--- src/rtl/spi_slave_regs_pkg.sv ---
// Shared definitions for the SPI register responder.
// Register map, FSM encoding and command-byte fields.
package spi_slave_regs_pkg;

  localparam logic [6:0] ADDR_ID        = 7'h00;
  localparam logic [6:0] ADDR_CTRL      = 7'h01;
  localparam logic [6:0] ADDR_STATUS    = 7'h02;
  localparam logic [6:0] ADDR_SCRATCH   = 7'h03;
  localparam logic [6:0] ADDR_FRAME_CNT = 7'h04;

  localparam int CMD_READ_BIT = 7;

  typedef enum logic [1:0] {
    ST_IDLE = 2'd0,
    ST_CMD  = 2'd1,
    ST_DATA = 2'd2
  } state_t;

  function automatic logic is_writable(
    input logic [6:0] a
  );
    return (a == ADDR_CTRL) || (a == ADDR_SCRATCH);
  endfunction

endpackage

--- src/rtl/spi_slave_regs_sync.sv ---
// N-stage synchronizer with edge pulses.
// Edges compare the last synced sample with the one before.
module sync_edge #(
  parameter int STAGES = 2,
  parameter int WIDTH  = 1
) (
  input  logic             clk,
  input  logic             rst_n,
  input  logic [WIDTH-1:0] din,
  output logic [WIDTH-1:0] level,
  output logic [WIDTH-1:0] rise,
  output logic [WIDTH-1:0] fall
);

  logic [STAGES-1:0][WIDTH-1:0] chain;
  logic [WIDTH-1:0]             prev;

  // Shift the async input through the chain; keep one older sample.
  always_ff @(posedge clk) begin
    if (!rst_n) begin
      chain <= '0;
      prev  <= '0;
    end else begin
      chain[0] <= din;
      for (int i = 1; i < STAGES; i++) begin
        chain[i] <= chain[i-1];
      end
      prev <= chain[STAGES-1];
    end
  end

  assign level = chain[STAGES-1];
  assign rise  = level & ~prev;
  assign fall  = ~level & prev;

endmodule

--- src/rtl/spi_slave_regs.sv ---
// SPI mode-0 responder exposing a small register file.
// All SPI pins are oversampled on the fabric clock.
module spi_slave_regs
  import spi_slave_regs_pkg::*;
#(
  parameter logic [7:0] ID_VALUE    = 8'hA5,
  parameter int         SYNC_STAGES = 2
) (
  input  logic       FPGA_CLK1_50,
  input  logic       hps_fpga_reset_n,
  input  logic       spi_sck,
  input  logic       spi_ss_n,
  input  logic       spi_mosi,
  output logic       spi_miso,
  output logic       spi_miso_oe,
  input  logic [3:0] sw,
  input  logic [1:0] key,
  output logic [7:0] ctrl_out,
  output logic       wr_strobe,
  output logic       busy
);

  logic       sck_lvl;
  logic       sck_rise;
  logic       sck_fall;
  logic       ss_lvl;
  logic       ss_rise;
  logic       ss_fall;
  logic       mosi_s;
  logic [3:0] sw_s;
  logic [1:0] key_s;
  logic [6:0] lvl_rise;
  logic [6:0] lvl_fall;
  logic       unused_sync;

  state_t     state;
  state_t     state_nxt;
  logic       active;
  logic [2:0] bit_cnt;
  logic [6:0] rx_sh;
  logic [7:0] rx_byte;
  logic       byte_done;
  logic       rw;
  logic [6:0] addr;
  logic       cmd_done;
  logic       wr_pend;
  logic [6:0] wr_addr;
  logic [7:0] wr_data;
  logic [7:0] tx_sh;
  logic       load_rd;
  logic [6:0] rd_addr;
  logic [7:0] rd_data;
  logic [7:0] ctrl_q;
  logic [7:0] scratch_q;
  logic [7:0] frame_cnt;

  sync_edge #(
    .STAGES(SYNC_STAGES),
    .WIDTH (1)
  ) u_sck (
    .clk  (FPGA_CLK1_50),
    .rst_n(hps_fpga_reset_n),
    .din  (spi_sck),
    .level(sck_lvl),
    .rise (sck_rise),
    .fall (sck_fall)
  );

  sync_edge #(
    .STAGES(SYNC_STAGES),
    .WIDTH (1)
  ) u_ss (
    .clk  (FPGA_CLK1_50),
    .rst_n(hps_fpga_reset_n),
    .din  (spi_ss_n),
    .level(ss_lvl),
    .rise (ss_rise),
    .fall (ss_fall)
  );

  sync_edge #(
    .STAGES(SYNC_STAGES),
    .WIDTH (7)
  ) u_lvl (
    .clk  (FPGA_CLK1_50),
    .rst_n(hps_fpga_reset_n),
    .din  ({spi_mosi, sw, key}),
    .level({mosi_s, sw_s, key_s}),
    .rise (lvl_rise),
    .fall (lvl_fall)
  );

  assign unused_sync = ^{sck_lvl, lvl_rise, lvl_fall};

  assign active    = (state != ST_IDLE);
  assign rx_byte   = {rx_sh, mosi_s};
  assign byte_done = active & sck_rise & (bit_cnt == 3'd7);
  assign load_rd   = byte_done &
                     ((state == ST_CMD) ? rx_byte[CMD_READ_BIT] : rw);
  assign rd_addr   = (state == ST_CMD) ? rx_byte[6:0]
                                       : addr + 7'd1;

  // FSM state register.
  always_ff @(posedge FPGA_CLK1_50) begin
    if (!hps_fpga_reset_n) begin
      state <= ST_IDLE;
    end else begin
      state <= state_nxt;
    end
  end

  // FSM next state; SS rise always wins over byte progress.
  always_comb begin
    state_nxt = state;
    unique case (state)
      ST_IDLE: begin
        if (ss_fall) state_nxt = ST_CMD;
      end
      ST_CMD: begin
        if (ss_rise)        state_nxt = ST_IDLE;
        else if (byte_done) state_nxt = ST_DATA;
      end
      ST_DATA: begin
        if (ss_rise) state_nxt = ST_IDLE;
      end
      default: state_nxt = ST_IDLE;
    endcase
  end

  // FSM outputs.
  always_comb begin
    busy = (state != ST_IDLE);
  end

  // Receive shifter and bit counter, cleared at frame boundaries.
  always_ff @(posedge FPGA_CLK1_50) begin
    if (!hps_fpga_reset_n) begin
      bit_cnt <= '0;
      rx_sh   <= '0;
    end else if (ss_fall || ss_rise) begin
      bit_cnt <= '0;
      rx_sh   <= '0;
    end else if (active && sck_rise) begin
      bit_cnt <= bit_cnt + 3'd1;
      rx_sh   <= rx_byte[6:0];
    end
  end

  // Command decode, address auto-increment and frame bookkeeping.
  always_ff @(posedge FPGA_CLK1_50) begin
    if (!hps_fpga_reset_n) begin
      rw       <= 1'b0;
      addr     <= '0;
      cmd_done <= 1'b0;
    end else begin
      if (state == ST_CMD && byte_done) begin
        rw   <= rx_byte[CMD_READ_BIT];
        addr <= rx_byte[6:0];
      end else if (state == ST_DATA && byte_done) begin
        addr <= addr + 7'd1;
      end
      if (ss_rise) begin
        cmd_done <= 1'b0;
      end else if (state == ST_CMD && byte_done) begin
        cmd_done <= 1'b1;
      end
    end
  end

  // Capture a completed write byte for commit on the next clock.
  always_ff @(posedge FPGA_CLK1_50) begin
    if (!hps_fpga_reset_n) begin
      wr_pend <= 1'b0;
      wr_addr <= '0;
      wr_data <= '0;
    end else begin
      wr_pend <= (state == ST_DATA) && byte_done && !rw;
      if (byte_done) begin
        wr_addr <= addr;
        wr_data <= rx_byte;
      end
    end
  end

  // Writable registers; strobe only for addresses that accept data.
  always_ff @(posedge FPGA_CLK1_50) begin
    if (!hps_fpga_reset_n) begin
      ctrl_q    <= '0;
      scratch_q <= '0;
      wr_strobe <= 1'b0;
    end else begin
      wr_strobe <= wr_pend && is_writable(wr_addr);
      if (wr_pend && wr_addr == ADDR_CTRL) begin
        ctrl_q <= wr_data;
      end
      if (wr_pend && wr_addr == ADDR_SCRATCH) begin
        scratch_q <= wr_data;
      end
    end
  end

  // Count frames that got past the command byte, on SS release.
  always_ff @(posedge FPGA_CLK1_50) begin
    if (!hps_fpga_reset_n) begin
      frame_cnt <= '0;
    end else if (ss_rise &&
                 (cmd_done || (state == ST_CMD && byte_done))) begin
      frame_cnt <= frame_cnt + 8'd1;
    end
  end

  // Read mux; STATUS is whatever the synced pins show at load time.
  always_comb begin
    rd_data = '0;
    unique case (rd_addr)
      ADDR_ID:        rd_data = ID_VALUE;
      ADDR_CTRL:      rd_data = ctrl_q;
      ADDR_STATUS:    rd_data = {2'b00, key_s, sw_s};
      ADDR_SCRATCH:   rd_data = scratch_q;
      ADDR_FRAME_CNT: rd_data = frame_cnt;
      default:        rd_data = '0;
    endcase
  end

  // Transmit shifter; MISO only moves on a detected SCK fall.
  always_ff @(posedge FPGA_CLK1_50) begin
    if (!hps_fpga_reset_n) begin
      tx_sh    <= '0;
      spi_miso <= 1'b0;
    end else if (ss_fall || ss_rise) begin
      tx_sh    <= '0;
      spi_miso <= 1'b0;
    end else if (load_rd) begin
      tx_sh <= rd_data;
    end else if (active && sck_fall) begin
      spi_miso <= tx_sh[7];
      tx_sh    <= {tx_sh[6:0], 1'b0};
    end
  end

  // MISO driver enable follows the synced select.
  always_ff @(posedge FPGA_CLK1_50) begin
    if (!hps_fpga_reset_n) begin
      spi_miso_oe <= 1'b0;
    end else begin
      spi_miso_oe <= !ss_lvl;
    end
  end

  assign ctrl_out = ctrl_q;

endmodule

--- config.mk ---
export PLATFORM = sky130hd
export DESIGN_NAME = spi_slave_regs
export DESIGN_NICKNAME = d
export VERILOG_FILES = /design/src/rtl/spi_slave_regs_pkg.sv /design/src/rtl/spi_slave_regs_sync.sv /design/src/rtl/spi_slave_regs.sv
export SDC_FILE = /design/constraint.sdc
export NUM_CORES = 1
export LEC_CHECK = 0
export ABC_AREA = 1
export BUFFER_PORTS_ARGS = -buffer_cell sky130_fd_sc_hd__buf_2
export CORE_ASPECT_RATIO = 0.5
export CORE_MARGIN = 10
export CORE_UTILIZATION = 23
export DETAILED_ROUTE_END_ITERATION = 10
export SYNTH_ARGS = -nofsm -noshare
export SYNTH_HDL_FRONTEND = slang
export SYNTH_HIERARCHICAL = 1
export SYNTH_SLANG_ARGS = --single-unit
--- constraint.sdc ---
create_clock -name FPGA_CLK1_50 -period 3.2 [get_ports FPGA_CLK1_50]
set_input_delay 0.48 -clock FPGA_CLK1_50 [delete_from_list [all_inputs] [get_ports FPGA_CLK1_50]]
set_output_delay 0.48 -clock FPGA_CLK1_50 [all_outputs]
set_load 0.03 [all_outputs]
==> impl_metrics.json, run 1 <==
{
  "place_area_sq_mm": 0.004273,
  "max_freq_mhz": 453.3,
  "critPathCaptureType": "register",
  "portBuffers": 22,
  "finalMaxSlewViolations": 0,
  "cts_buffers": 9,
  "p_leak_nw": 2.088,
  "start_util_pct": 23.91,
  "die_area_sq_mm": 0.02337,
  "netlist_area_sq_mm": 0.003998,
  "rsz0062_at_grt": "false",
  "drt_iter0_drc": 364,
  "min_from": "sw[0]",
  "ant_nets": 0,
  "r2r_cells": 11,
  "first_pass_iters": 5,
  "grt_max_degree": 34,
  "drive_above_1_share_pct": 12.19,
  "path_max_fanout": 25,
  "grt_pass1_wl_microns": 15880,
  "synth_nets": 565,
  "ir_drop_v": 0.0002236,
  "critPathRequiredTime_ps": 3430,
  "via_per_inst": 4.228,
  "cts-hold-fix-buffers": 0,
  "worst_pin_slew_ps": 555.6,
  "die_width_microns": 206.4,
  "skew_ps": 7.681,
  "diodes": 0,
  "syn_inst": 550,
  "power_density_mw_per_mm2": 484.7,
  "htree_levels": 3,
  "ys_warn_count": 6,
  "period_share_pct": 68.93,
  "gr-total-overflow": 0,
  "die_h_microns": 113.2,
  "drc": 0,
  "syn_to_final_growth_pct": 13.58,
  "clockBufferDepth": 2,
  "grt_pass1_vias": 3225,
  "core_sq_mm": 0.01672,
  "reg2reg_slack_ps": 990,
  "fin_nets": 577,
  "wl_per_cell_microns": 11.48,
  "relSlewSlack_pct": 62.96,
  "track_usage_pct": 8.209,
  "cts.sinks": 92,
  "dpl.hpwl_microns": 6755,
  "hold_path.class": "in -> reg",
  "min_to": "u_lvl/chain[2]",
  "cts_tree": "yes",
  "insertion_delay_ps": 340,
  "cts.reportedPaths.clkPinSlew_ps": 60,
  "cts_resized": 0,
  "antenna_found_initial": 0,
  "hold_violations": 0,
  "num_vias": 3353,
  "cts_setup_buffers": 0,
  "gp_congestion": 0.9260,
  "root_buffer": "clkbuf_16",
  "holdPathStages": 3,
  "finalCriticalPeriod_ps": 2206,
  "postLayoutCoreUtil_pct": 27.15,
  "path_class": "reg -> reg",
  "worst_r2r_endpoint": "frame_cnt[6]",
  "std_cell_rows": 33,
  "drv_cap": 0,
  "arrival_ps": 2440,
  "tns_ps": 0,
  "design_area_sq_mm": 0.004541,
  "io_pins": 23,
  "routed_wl_microns": 9106,
  "r2r-start": "state[1]",
  "setup_violations": 0,
  "postSynthAreaPerCell_sq_um": 7.268,
  "start_kind": "register",
  "outcome": "finished, final reports clean"
}
==> metrics by stage <==
step | setup WS, ps | instances | hold slack, ps | power [mW]
3_3_place_gp | 1036 | 778 | 399.1 | 1.261
6_report | 994.1 | 793 | 321.4 | 2.201
3_5_place_dp | 988.1 | 778 | 400.6 | 1.262
4_1_cts | 975.4 | 793 | 310.8 | 2.229
5_1_grt | 700.8 | 793 | 318.7 | 2.282
2_1_floorplan | 1524 | 550 | 390.0 | 1.246
==> report_power, final <==
part | switching (mW) | total [mW] | internal, mW
clock | 0.427 | 0.965 | 0.539
combinational | 0.0485 | 0.0710 | 0.0225
sequential | 0.00610 | 1.16 | 1.16
==> per-layer routing <==
layer / vias to the layer above / wire [microns] / track usage, %
met2: 78 / 3943 / 12.62
met1: 1490 / 4496 / 10.88
met5: - / 0 / 0
met3: 18 / 464 / 1.737
met4: 0 / 202 / 3.480
li1: 1767 / - / -
==> how the worst max path moves through the flow <==
stage / from / cells after the start / endpoint
2_1_floorplan: state[1] / 12 / tx_sh[6]
3_3_place_gp: state[1] / 11 / frame_cnt[6]
3_5_place_dp: state[1] / 11 / frame_cnt[6]
4_1_cts: state[1] / 11 / frame_cnt[6]
5_1_grt: state[1] / 11 / frame_cnt[7]
6_report: state[1] / 11 / frame_cnt[6]
==> cell type report <==
class                           instances  area (sq um)
Timing Repair Buffer                   24         125.1
Clock buffer                           10         239.0
Clock inverter                          5         28.78
Inverter                               81         304.0
Sequential cell                        92          1842
Fill cell                            1839         12180
Multi-Input combinational cell        354          1718
Tap cell                              227         284.0
==> critical path: stages, from the launching register on <==
cell and delay, ps:
dfxtp_1 430, inv_2 90, nand2_4 110, nand2_2 170, nor2_8 330, nand2_4 190, nand2_2 110, nand2_2 110
nor3_2 220, nand4_1 140, o21ai_1 140, a21oi_1 50
==> sequential cells by signal (all words and copies together) (netlist names), 2 cells and up <==
signal	cells
ctrl_out	8
u_lvl/level	7
tx_sh	8
wr_addr	7
scratch_q	8
u_lvl/chain	7
wr_data	8
frame_cnt	8
addr	7
bit_cnt	3
rx_sh	7
state	2
==> cell usage in the layout, fill, tap and decap left out, drive strengths merged <==
cell type  count
nand3         30
o211ai         2
nor3           7
and2           2
clkinv         6
o21ai         65
buf           24
o31ai          1
nor2          70
inv           80
a21oi         39
or2            4
nor3b          3
a31oi          2
o221ai         4
ha             4
nand2        116
dfxtp         92
nand4          4
o21bai         1
clkbuf        10
No activity file was read; power rests on OpenSTA's default activity.
==> run 2, diff against run 1 <==
==> constraint.sdc (replaced) <==
create_clock -name FPGA_CLK1_50 -period 2.1 [get_ports FPGA_CLK1_50]
set_input_delay 0.315 -clock FPGA_CLK1_50 [delete_from_list [all_inputs] [get_ports FPGA_CLK1_50]]
set_output_delay 0.315 -clock FPGA_CLK1_50 [all_outputs]
set_load 0.03 [all_outputs]
==> run 2 against run 1 <==
Net effect:
- sequential power increased by 53%
- sequential share of layout area is 1.3 points lower
- hold slack got worse by 170 ps
- die area unchanged
- critical path depth unchanged
- clock power is 83% higher
- wire length grew 3.8%
- sequential cell count unchanged
- utilization is 0.91 points higher
- power increased by 66%
- count of clock-buffer cells in the layout up 3
- critical path type unchanged
- critical endpoint unchanged
==> impl_metrics.json, run 2 (synthesis gave the netlist of run 1 again) <==
{
  "first_pass_iters": 5,
  "worst_pin_slew_ps": 334.8,
  "critPathRequiredTime_ps": 2330,
  "drt_iter0_drc": 246,
  "path_class": "reg -> reg",
  "drv_cap": 0,
  "root_buffer": "clkbuf_16",
  "syn_to_final_growth_pct": 17.37,
  "io_pins": 23,
  "max_stage_delay_ps": 420,
  "outcome": "finished, final reports clean",
  "gp_congestion": 0.8965,
  "cts.sinks": 92,
  "power_density_mw_per_mm2": 780.6,
  "clockBufferDepth": 2,
  "path_common_cell": "nand2_4",
  "r2r_cells": 11,
  "finalCriticalPeriod_ps": 1920,
  "place_area_sq_mm": 0.004333,
  "cts_resized": 0,
  "core_sq_mm": 0.01672,
  "setup_violations": 0,
  "arrival_ps": 2150,
  "fin_nets": 586,
  "fillers": 1810,
  "ant_nets": 0,
  "total_power_mw": 3.663,
  "gr-total-overflow": 0,
  "drive_above_1_share_pct": 13.89,
  "cts_setup_buffers": 0,
  "rsz0062_at_grt": "false",
  "tns_ps": 0,
  "dpl.hpwl_microns": 7017,
  "num_vias": 3401,
  "p_leak_nw": 2.168,
  "hold_violations": 0,
  "final_common_cell": "nand2_1",
  "grt_pass1_vias": 3186,
  "grt_max_degree": 37,
  "design_area_sq_mm": 0.004692,
  "die_h_microns": 113.2,
  "worstPathCellList": "inv_2 > nand2_4 > nand2_4 > nor2_8 > nand2_4 > nand2_2 > nand2_2 > nor3_2 > nand4_1 > o21ai_1 > a21oi_1",
  "portBuffers": 22,
  "wl_per_cell_microns": 11.77,
  "diodes": 0,
  "cts.reportedPaths.clkPinSlew_ps": 60,
  "relSlewSlack_pct": 77.68,
  "start_kind": "register",
  "insertion_delay_ps": 350,
  "routed_wl_microns": 9450,
  "slowest_stage": "dfxtp_1",
  "die_area_sq_mm": 0.02337,
  "start_util_pct": 23.91,
  "cts_tree": "yes",
  "ir_drop_v": 0.0004268,
  "finalMaxSlewViolations": 0,
  "track_usage_pct": 8.155,
  "critPathCaptureType": "register",
  "holdPathStages": 3,
  "max_freq_mhz": 520.9,
  "skew_ps": 6.449,
  "antenna_found_initial": 0,
  "htree_levels": 3,
  "hold_path.class": "in -> reg",
  "drc": 0,
  "grt_pass1_wl_microns": 15680,
  "period_share_pct": 91.41,
  "cts-hold-fix-buffers": 0,
  "cts_buffers": 9,
  "std_cell_rows": 33,
  "via_per_inst": 4.235,
  "die_width_microns": 206.4,
  "mostFrequentLayoutCells": "nand2_1, dfxtp_1, inv_1, nor2_1, o21ai_0",
  "path_max_fanout": 16
}
==> run 2: cell types whose count changed in the layout (fill, tap and decap cells not counted), moves of 2 or more <==
cell / delta
clkbuf_1: +2
bufinv_16: +2
clkinv_2: -4
buf_4: +8
nand2_4: +2
==> run 2: layout make-up <==
class | instances | area [sq um] | area share, %
clock buffer | 13 | 260.3 | 5.547
clock inverter | 3 | 68.82 | 1.467
inverter | 81 | 304.0 | 6.480
multi-input combinational | 355 | 1747 | 37.23
sequential | 92 | 1843 | 39.28
tap | 227 | 284.0 | 6.053
timing repair buffer | 32 | 185.2 | 3.947
==> run 2: final timing paths <==
kind	start	to	slack (ps)
worst max-delay path	state[1]	frame_cnt[6]	180
worst min-delay path	spi_ss_n	u_ss/chain[0]	150
worst max register to register	state[1]	frame_cnt[6]	180
worst min register to register	u_sck/chain[0]	u_sck/level	410
==> run 2: routing by layer <==
metal	global-route usage (%)	part of all wire (%)	wire length, microns
met4	3.045	1.5	138
met3	1.794	3.8	363
met2	12.21	43	4052
met5	0	0	0
met1	11.17	52	4895
==> run 2: stage by stage <==
step                setup slack, ps  utilization (%)  cells  hold slack (ps)
floorplan                     424.4                -    550            390.0
global placement              128.7            25.91    786            394.2
detailed placement            40.96            25.91    786            396.0
CTS                           25.09            27.88    802            138.1
global route                  10.83            28.06    803            156.3
finish                        180.3            28.06    803            149.2
==> run 2: report_power, final <==
part           total, mW  internal, mW  switching, mW
Combinational      0.116        0.0378         0.0787
Clock               1.77          1.11          0.661
Sequential          1.77          1.77        0.00899
==> run 2: worst max-delay path: cells and delay by family (launching register included) <==
family / cells / cell delay [ps]
simple gates: 8 / 1110
buf+inv: 1 / 80
compound gates: 2 / 190
flops: 1 / 420
